==> config.mk <==
export PLATFORM = sky130hd
export DESIGN_NAME = id_ex_skid_stage
export DESIGN_NICKNAME = d
export VERILOG_FILES = /design/src/rtl/id_ex_pkg.sv /design/src/rtl/pipe_entry.sv /design/src/rtl/id_ex_skid_stage.sv
export SDC_FILE = /design/constraint.sdc
export NUM_CORES = 1
export LEC_CHECK = 0
export CORE_MARGIN = 5
export CORE_UTILIZATION = 50
export CTS_CLUSTER_SIZE = 10
export DETAILED_ROUTE_END_ITERATION = 6
export PLACE_DENSITY = 0.8
export SLEW_MARGIN = 15
export SYNTH_ARGS = -nofsm -noshare
export SYNTH_HDL_FRONTEND = slang
export SYNTH_SLANG_ARGS = --single-unit
==> constraint.sdc <==
create_clock -name clk -period 2.5 [get_ports clk]
set_input_delay 0.75 -clock clk [delete_from_list [all_inputs] [get_ports clk]]
set_output_delay 0.75 -clock clk [all_outputs]
set_load 0.01 [all_outputs]
==> src/rtl/id_ex_pkg.sv <==
// Shared definitions for the ID/EX skid stage: default widths, control-bundle
// field positions and the stage occupancy state encoding.
package id_ex_pkg;

    localparam int DATA_W_DEF  = 16;
    localparam int REG_AW_DEF  = 3;
    localparam int NUM_OPS_DEF = 2;
    localparam int CTRL_W_DEF  = 8;
    localparam int STALL_W_DEF = 8;

    // Bit positions inside the control bundle.
    localparam int CTRL_REGWRITE  = 0;
    localparam int CTRL_ALUSRCB   = 1;
    localparam int CTRL_MEMREAD   = 2;
    localparam int CTRL_MEMWRITE  = 3;
    localparam int CTRL_MEMTOREG  = 4;
    localparam int CTRL_ALUOP_LSB = 5;
    localparam int CTRL_ALUOP_MSB = 7;

    typedef enum logic [1:0] {
        EMPTY = 2'd0,
        ONE   = 2'd1,
        FULL  = 2'd2
    } stage_state_e;

endpackage

==> src/rtl/pipe_entry.sv <==
// One pipeline entry: valid bit, payload and control. Clear wins over hold,
// hold wins over load; with neither hold nor load the entry drains (valid drops).
module pipe_entry
    import id_ex_pkg::*;
#(
    parameter int DATA_W  = DATA_W_DEF,
    parameter int REG_AW  = REG_AW_DEF,
    parameter int NUM_OPS = NUM_OPS_DEF,
    parameter int CTRL_W  = CTRL_W_DEF
) (
    input  logic                      clk,
    input  logic                      rst_n,
    input  logic                      load_i,
    input  logic                      clr_i,
    input  logic                      hold_i,
    input  logic [NUM_OPS*DATA_W-1:0] ops_i,
    input  logic [DATA_W-1:0]         imm_i,
    input  logic [REG_AW-1:0]         rd_i,
    input  logic [CTRL_W-1:0]         ctrl_i,
    output logic                      vld_o,
    output logic [NUM_OPS*DATA_W-1:0] ops_o,
    output logic [DATA_W-1:0]         imm_o,
    output logic [REG_AW-1:0]         rd_o,
    output logic [CTRL_W-1:0]         ctrl_o
);

    logic                      vld_q;
    logic [NUM_OPS*DATA_W-1:0] ops_q;
    logic [DATA_W-1:0]         imm_q;
    logic [REG_AW-1:0]         rd_q;
    logic [CTRL_W-1:0]         ctrl_q;

    // Clear only kills valid and control; the payload is left as-is.
    always_ff @(posedge clk or negedge rst_n) begin
        if (!rst_n) begin
            vld_q  <= 1'b0;
            ops_q  <= '0;
            imm_q  <= '0;
            rd_q   <= '0;
            ctrl_q <= '0;
        end else if (clr_i) begin
            vld_q  <= 1'b0;
            ctrl_q <= '0;
        end else if (!hold_i) begin
            vld_q <= load_i;
            if (load_i) begin
                ops_q  <= ops_i;
                imm_q  <= imm_i;
                rd_q   <= rd_i;
                ctrl_q <= ctrl_i;
            end
        end
    end

    assign vld_o  = vld_q;
    assign ops_o  = ops_q;
    assign imm_o  = imm_q;
    assign rd_o   = rd_q;
    assign ctrl_o = ctrl_q;

endmodule

==> src/rtl/id_ex_skid_stage.sv <==
// ID/EX pipeline stage with a one-entry skid buffer; in_ready depends on registered
// state only, flush drops every held and incoming beat, stalled cycles are counted.
module id_ex_skid_stage
    import id_ex_pkg::*;
#(
    parameter int DATA_W  = DATA_W_DEF,
    parameter int REG_AW  = REG_AW_DEF,
    parameter int NUM_OPS = NUM_OPS_DEF,
    parameter int CTRL_W  = CTRL_W_DEF,
    parameter int STALL_W = STALL_W_DEF
) (
    input  logic                      clk,
    input  logic                      rst_n,
    input  logic                      flush,
    input  logic                      in_valid,
    output logic                      in_ready,
    input  logic [NUM_OPS*DATA_W-1:0] in_ops,
    input  logic [DATA_W-1:0]         in_imm,
    input  logic [REG_AW-1:0]         in_rd,
    input  logic [CTRL_W-1:0]         in_ctrl,
    output logic                      out_valid,
    input  logic                      out_ready,
    output logic [NUM_OPS*DATA_W-1:0] out_ops,
    output logic [DATA_W-1:0]         out_imm,
    output logic [REG_AW-1:0]         out_rd,
    output logic [CTRL_W-1:0]         out_ctrl,
    output logic [1:0]                occupancy,
    output logic [STALL_W-1:0]        stall_cnt
);

    localparam int OPS_W = NUM_OPS * DATA_W;

    stage_state_e state_q, state_d;

    logic              m_vld, s_vld;
    logic [OPS_W-1:0]  m_ops, s_ops, m_ops_in;
    logic [DATA_W-1:0] m_imm, s_imm, m_imm_in;
    logic [REG_AW-1:0] m_rd, s_rd, m_rd_in;
    logic [CTRL_W-1:0] m_ctrl, s_ctrl, m_ctrl_in;

    logic m_load, m_hold, s_load, s_hold, m_from_s;
    logic in_fire, out_fire;

    logic [STALL_W-1:0] stall_q, stall_d;

    assign in_ready  = !s_vld;
    assign out_valid = m_vld;
    assign in_fire   = in_valid & in_ready;
    assign out_fire  = out_valid & out_ready;

    always_comb begin
        state_d  = state_q;
        m_load   = 1'b0;
        m_hold   = 1'b1;
        s_load   = 1'b0;
        s_hold   = 1'b1;
        m_from_s = 1'b0;
        case (state_q)
            EMPTY: begin
                if (in_fire) begin
                    m_hold  = 1'b0;
                    m_load  = 1'b1;
                    state_d = ONE;
                end
            end
            ONE: begin
                if (in_fire && out_fire) begin
                    m_hold = 1'b0;
                    m_load = 1'b1;
                end else if (out_fire) begin
                    m_hold  = 1'b0;
                    state_d = EMPTY;
                end else if (in_fire) begin
                    s_hold  = 1'b0;
                    s_load  = 1'b1;
                    state_d = FULL;
                end
            end
            FULL: begin
                // Skid entry moves forward and drains in the same edge.
                if (out_fire) begin
                    m_hold   = 1'b0;
                    m_load   = 1'b1;
                    m_from_s = 1'b1;
                    s_hold   = 1'b0;
                    state_d  = ONE;
                end
            end
            default: state_d = EMPTY;
        endcase
        if (flush) begin
            state_d = EMPTY;
        end
    end

    always_ff @(posedge clk or negedge rst_n) begin
        if (!rst_n) begin
            state_q <= EMPTY;
        end else begin
            state_q <= state_d;
        end
    end

    assign m_ops_in  = m_from_s ? s_ops  : in_ops;
    assign m_imm_in  = m_from_s ? s_imm  : in_imm;
    assign m_rd_in   = m_from_s ? s_rd   : in_rd;
    assign m_ctrl_in = m_from_s ? s_ctrl : in_ctrl;

    pipe_entry #(
        .DATA_W (DATA_W),
        .REG_AW (REG_AW),
        .NUM_OPS(NUM_OPS),
        .CTRL_W (CTRL_W)
    ) u_main (
        .clk   (clk),
        .rst_n (rst_n),
        .load_i(m_load),
        .clr_i (flush),
        .hold_i(m_hold),
        .ops_i (m_ops_in),
        .imm_i (m_imm_in),
        .rd_i  (m_rd_in),
        .ctrl_i(m_ctrl_in),
        .vld_o (m_vld),
        .ops_o (m_ops),
        .imm_o (m_imm),
        .rd_o  (m_rd),
        .ctrl_o(m_ctrl)
    );

    pipe_entry #(
        .DATA_W (DATA_W),
        .REG_AW (REG_AW),
        .NUM_OPS(NUM_OPS),
        .CTRL_W (CTRL_W)
    ) u_skid (
        .clk   (clk),
        .rst_n (rst_n),
        .load_i(s_load),
        .clr_i (flush),
        .hold_i(s_hold),
        .ops_i (in_ops),
        .imm_i (in_imm),
        .rd_i  (in_rd),
        .ctrl_i(in_ctrl),
        .vld_o (s_vld),
        .ops_o (s_ops),
        .imm_o (s_imm),
        .rd_o  (s_rd),
        .ctrl_o(s_ctrl)
    );

    assign out_ops   = m_ops;
    assign out_imm   = m_imm;
    assign out_rd    = m_rd;
    assign out_ctrl  = m_vld ? m_ctrl : '0;
    assign occupancy = {1'b0, m_vld} + {1'b0, s_vld};

    always_comb begin
        stall_d = stall_q;
        if (out_valid && !out_ready && !flush && (stall_q != {STALL_W{1'b1}})) begin
            stall_d = stall_q + 1'b1;
        end
    end

    always_ff @(posedge clk or negedge rst_n) begin
        if (!rst_n) begin
            stall_q <= '0;
        end else begin
            stall_q <= stall_d;
        end
    end

    assign stall_cnt = stall_q;

endmodule

### Word-level counts from Yosys, hierarchy flattened

Index checks and enable logic that the tools add are counted.

| storage, ports and cells | value |
|---|---|
| register bits after elaboration | 130 |
| input port bits | 64 |
| latch bits | 0 |
| memories | 0 |
| word-level logic and storage cells | 80 |
| bits in writable memories | 0 |
| ROM bits | 0 |

| cells by class | value |
|---|---|
| div/mod/pow operators | 0 |
| magnitude comparators | 0 |
| equality and inequality tests | 9 |
| bitwise gates (word level) | 5 |
| add/sub/neg operators | 2 |
| muxes and demuxes | 37 |
| multipliers | 0 |
| reduce and logical (&&, ||, !) cells | 15 |
| shift-type cells | 0 |

Operators with widths:

| kind | count |
|---|---|
| $mux W8 | 8 |
| $mux W32 | 1 |
| $mux W1 | 16 |
| $mux W16 | 1 |
| $mux W2 | 6 |
| $ne A3 B3 Y1 const B | 3 |
| $add A8 B1 Y8 const B | 1 |
| $ne A8 B8 Y1 const B | 1 |
| $pmux W1 S3 | 2 |
| $pmux W2 S3 | 1 |
| $reduce_and A3 Y1 | 2 |
| $logic_and A1 B1 Y1 | 4 |
| $ne A2 B2 Y1 const B | 2 |
| $ne A4 B4 Y1 const B | 1 |
| $reduce_and A2 Y1 | 2 |
| $reduce_and A4 Y1 | 1 |
| $reduce_bool A2 Y1 | 2 |
| $logic_not A1 Y1 | 3 |
| $mux W3 | 1 |
| $not A1 Y1 | 3 |
| $add A1 B1 Y2 | 1 |
| $and A1 B1 Y1 | 2 |
| $eq A2 B1 Y1 const B | 1 |
| $eq A2 B2 Y1 const B | 1 |
| 2 further kinds | 2 |

### Depth between registers and ports, before layout

| logic depth | value |
|---|---|
| depth after elaboration | 9 |
| mapped depth | 8 |

### Modules after synthesis

A second synthesis with hierarchy kept.

| second synthesis, totals | value |
|---|---|
| cells, all modules | 444 |
| area total of the unflattened synthesis | 6505.0 µm² |

Modules (own cells, without submodules):

| module | cells each | seq. area each (µm²) | area an instance (µm²) | times used |
|---|---|---|---|---|
| pipe_entry | 148 | 1501.4 | 2533.7 | 2 |
| id_ex_skid_stage | 148 | 250.2 | 1437.6 | 1 |

### Least setup slack after synthesis

Ideal clock, no wire load.

| timing path | value |
|---|---|
| path type | input-to-reg |
| start point | input in_valid |
| end point | register u_skid.rd_q[1], in the netlist u_skid.rd_o[1] |
| setup time | 0.125 ns |
| arrival time | 2.033 ns |
| path slack | 0.342 ns |
| stages | 6 |
| path through | nand2b_1 > nor4b_1 > and2_1 > buf_2 > buf_2 > mux2_2 |

| on the way | value |
|---|---|
| word-level cells in the longest chain between the ends | 7 |

RTL lines:

| item | line | text |
|---|---|---|
| start: declaration | id_ex_skid_stage.sv:15 | `input logic in_valid,` |
| $and A1 B1 Y1 * | id_ex_skid_stage.sv:48 | `assign in_fire = in_valid & in_ready;` |
| $mux W1 | id_ex_skid_stage.sv:73 | `end else if (in_fire) begin` |
| $mux W1 | id_ex_skid_stage.sv:70 | `end else if (out_fire) begin` |
| $mux W1 | id_ex_skid_stage.sv:67 | `if (in_fire && out_fire) begin` |
| $pmux W1 S2 | id_ex_skid_stage.sv:58 | `case (state_q)` |
| $not A1 Y1 (no source line) | n/a |  |
| $reduce_and A3 Y1 (no source line) * | n/a |  |
| end signal: assignment | pipe_entry.sv:49 | `rd_q <= rd_i;` |
| end: declaration | pipe_entry.sv:30 | `logic [REG_AW-1:0] rd_q;` |

Every way passes the cells marked *; elsewhere a longest branch is shown, timed or not.
A chain may end at the register's enable or synchronous reset.

### Worst setup path in the final report

| timing path | value |
|---|---|
| start point | input out_ready |
| end point | register u_main.ops_q[22], in the netlist u_main.ops_o[22] |

| on the way | value |
|---|---|
| word-level cells in the longest chain between the ends | 6 |

RTL lines:

| item | line | text |
|---|---|---|
| start: declaration | id_ex_skid_stage.sv:22 | `input logic out_ready,` |
| $and A1 B1 Y1 * | id_ex_skid_stage.sv:49 | `assign out_fire = out_valid & out_ready;` |
| $mux W1 or $logic_and A1 B1 Y1 (tied branches) | id_ex_skid_stage.sv:70, id_ex_skid_stage.sv:81, id_ex_skid_stage.sv:67 |  |
| $mux W1 | id_ex_skid_stage.sv:67 |  |
| $pmux W1 S3 | id_ex_skid_stage.sv:58 |  |
| $not A1 Y1 (no source line) | n/a |  |
| $reduce_and A3 Y1 (no source line) | n/a |  |
| end signal: assignment | pipe_entry.sv:47 | `ops_q <= ops_i;` |
| end: declaration | pipe_entry.sv:28 | `logic [NUM_OPS*DATA_W-1:0] ops_q;` |

Marked as above.

==> flow_metrics.tcl <==
set metrics [dict create \
    wl_per_cell_um 18.4 \
    track_usage_pct 19.8 \
    pwr-share-comb_pct 33.0 \
    synth.area.mux_share_pct 31.4 \
    fin_ws_ns 0.0823 \
    cpLargestDelayFamily "buffers and inverters" \
    yosys.area_share.simple_pct 3.44 \
    finalCriticalPeriod_ns 2.42 \
    io_buffer_count 134 \
    ys_types 35 \
    synthAdderAreaFrac_pct 1.72 \
    synthXorXnorAreaFrac_pct 1.20 \
    worstMarginPinSlew_ns 0.619 \
    required_ns 2.78 \
    pwr_density_cell_nw_per_um2 1090 \
    cts-hold-fix-buffers 0 \
    fin_crit_sh_pct 96.7 \
    worstSetupEndpointType "flop" \
    synth_compound_area_share_pct 4.15 \
    start_kind "primary input" \
    yosys.area.top_type "dfrtp_1" \
    placed_area_um2 7500 \
    p_total_mw 8.86 \
    grt_max_degree 49 \
    cp.arrival_ns 2.70 \
    synth_nets 473 \
    max_slew_margin_pct 58.7 \
    drt_first_pass_iters 6 \
    fillers 770 \
    clkPwrFrac_pct 27.2 \
    netlist_top_cells_count "dfrtp_1, mux2_2, mux2_1" \
    clock_sinks 130 \
    area_growth_pct 39.4 \
    grt_pass1_vias 4352 \
    wirelength_um 13100 \
    dp_slack_ns -0.311 \
    finClkSkew_ns 0.00668 \
    root_buffer "clkbuf_16" \
    switching_power_mw 2.48 \
    final_core_util_pct 71.0 \
    clock_latency_ns 0.41 \
    core.rowCount 39 \
    ir_drop_mv 0.693 \
    core_um2 11400 \
    status "completed" \
    synth_top_family_by_area "multiplexers" \
    syn_area_um2 5820 \
    antenna_found_initial 0 \
    swShare_pct 28.0 \
    crit_fanout 15 \
    setup_viol 0 \
    syn-instance-count 401 \
    synthArstFlopShare_pct 100 \
    max_freq_mhz 414 \
    cts_tree "done" \
    antenna_left 0 \
    synth-main-ff-cell "dfrtp_1" \
    ctsHtreeMaxLevel 4 \
    hold_viol_final 0 \
    grt_pass1_wl_um 22000 \
    cts.reportedPaths.clkPinSlew_ns 0.05 \
    drt_iter0_drc 174 \
    initial_core_util_pct 50.9 \
    cap_violations 0 \
    overflow 0 \
    ios 135 \
    rsz0062_at_grt "no" \
    sequentialPowerShare_pct 39.8 \
    fin_nets 630 \
    synth_most_common_cell "dfrtp_1" \
    synth_edf_count 0 \
    fin_area_um2 8110 \
    path_cells "clkdlybuf4s50_1 -> a21boi_1 -> a2111oi_4 -> nand3_2 -> buf_4 -> mux2_1" \
    drive_gt1_share_pct 28.6 \
    cts_max_path_buffers 2 \
    ys_seq_area_share_pct 55.9 \
    yosys_warnings 0 \
    slew_violations 0 \
    tns_ns 0 \
    yosys.area.top_type_share_pct 55.9 \
    drc 0 \
    chipWidth_um 118 \
    internal_power_mw 6.37 \
    hold_class "primary input to asynchronous set/reset pin" \
    ys_top_cells_by_area "dfrtp_1, mux2_2, mux2_1, ha_1, mux2i_1" \
    max_stage_delay_ns 0.62 \
    synth_seq_cells 130 \
    cts_made_buffers 17 \
    slowest_stage "clkdlybuf4s50_1" \
    dieArea_um2 13900 \
    avgSynthCellArea_um2 14.5 \
    gp_congestion 0.788 \
    critPathKind "primary input to flop" \
    hpwl_um 9050 \
    antenna_cells 0 \
    vias_per_cell 5.40 \
    die_h_um 118 \
    power.leakage_nw 3.60 \
    num_vias 3833 \
    critPathBufInv 2 \
]
==> timing repair <==
| item | CTS | global route |
|---|---|---|
| setup endpoints to repair | 2 | 52 |
| resized for setup | 1 | 2 |
| buffers inserted | 0 | 2 |
==> power by group through the flow <==
stage | registers, mW | clock network (mW) | logic (mW)
global placement | 3.48 | 0 | 2.81
global route | 3.63 | 2.55 | 3.16
detailed placement | 3.55 | 0 | 2.91
CTS | 3.53 | 2.44 | 2.93
finish | 3.52 | 2.41 | 2.92
floorplan | 3.63 | 0 | 1.23
==> layer usage <==
metal  wire length, um  up-vias  GRT usage (%)
met5                 0        -              0
met1              5700     1956           24.2
met4               148        0           7.10
li1                  -     1761              -
met3               655       12           7.02
met2              6540      104           32.6
==> registers in the layout, indices dropped and copies added, names as in the netlist <==
signal / count
u_skid.vld_o: 1
u_main.imm_o: 16
u_main.ctrl_o: 8
u_skid.rd_o: 3
state_q: 2
u_skid.ctrl_o: 8
u_main.vld_o: 1
stall_cnt: 8
u_skid.ops_o: 32
u_main.ops_o: 32
u_main.rd_o: 3
u_skid.imm_o: 16
==> cell families (layout without fill, tap and decap cells) <==
group	after synthesis	in the layout
multiplexers	163	163
flip-flops	130	130
AND/OR/NAND/NOR	38	38
AO/OA/AOI/OAI	28	28
buffers and inverters	26	192
adder cells (fa/ha/maj)	8	8
XOR/XNOR	8	8
==> area by class of cell <==
| type | instances | area, um^2 | share of cell area (%) |
|---|---|---|---|
| Sequential cell | 130 | 3250 | 40.1 |
| Multi-Input combinational cell | 245 | 2460 | 30.3 |
| Timing Repair Buffer | 158 | 1620 | 20.0 |
| Clock buffer | 23 | 498 | 6.14 |
| Tap cell | 143 | 179 | 2.21 |
| Clock inverter | 5 | 77.6 | 0.957 |
| Inverter | 6 | 22.5 | 0.278 |
==> placed cells by master (no fill, tap or decap), types with 2 or more instances in the layout <==
cell type        Yosys  final
nor3_1               2      2
dfrtp_1            130    129
a22o_1               8      8
clkbuf_8             0      5
nand3_1              5      4
o21ai_0              2      2
clkbuf_16            0     17
mux2_2             103    103
clkinv_2             0      2
mux2i_1              9      9
and2_1               9      8
ha_1                 8      8
a21boi_1             2      2
buf_12               0      8
a21oi_1              2      2
nor2_1               6      6
clkdlybuf4s50_1      0    132
mux2_1              51     51
bufinv_16            0      2
inv_1                6      6
buf_4                5     17
o2bb2ai_1            8      8
nand2_1              9      9
xor2_1               7      7
==> final timing paths <==
kind                                  start                to  cells past startpoint  slack (ns)
max                               out_ready  u_main.ops_o[22]                      6        0.08
max reg2reg                      state_q[0]  u_main.ops_o[22]                      7        0.15
max in group asynchronous             rst_n      u_main.vld_o                      2        1.53
min reg2reg                u_main.ctrl_o[7]  u_main.ctrl_o[7]                      1        0.48
min                                   rst_n  u_main.imm_o[10]                      1        0.31
min in group clk           u_main.ctrl_o[7]  u_main.ctrl_o[7]                      1        0.48
==> stage by stage <==
stage	instances	hold slack [ns]
6_report	710	0.310
4_1_cts	708	0.322
3_5_place_dp	680	0.467
2_1_floorplan	401	0.449
5_1_grt	710	0.346
3_3_place_gp	680	0.469
Note: power is estimated with default switching activity, not from simulation.
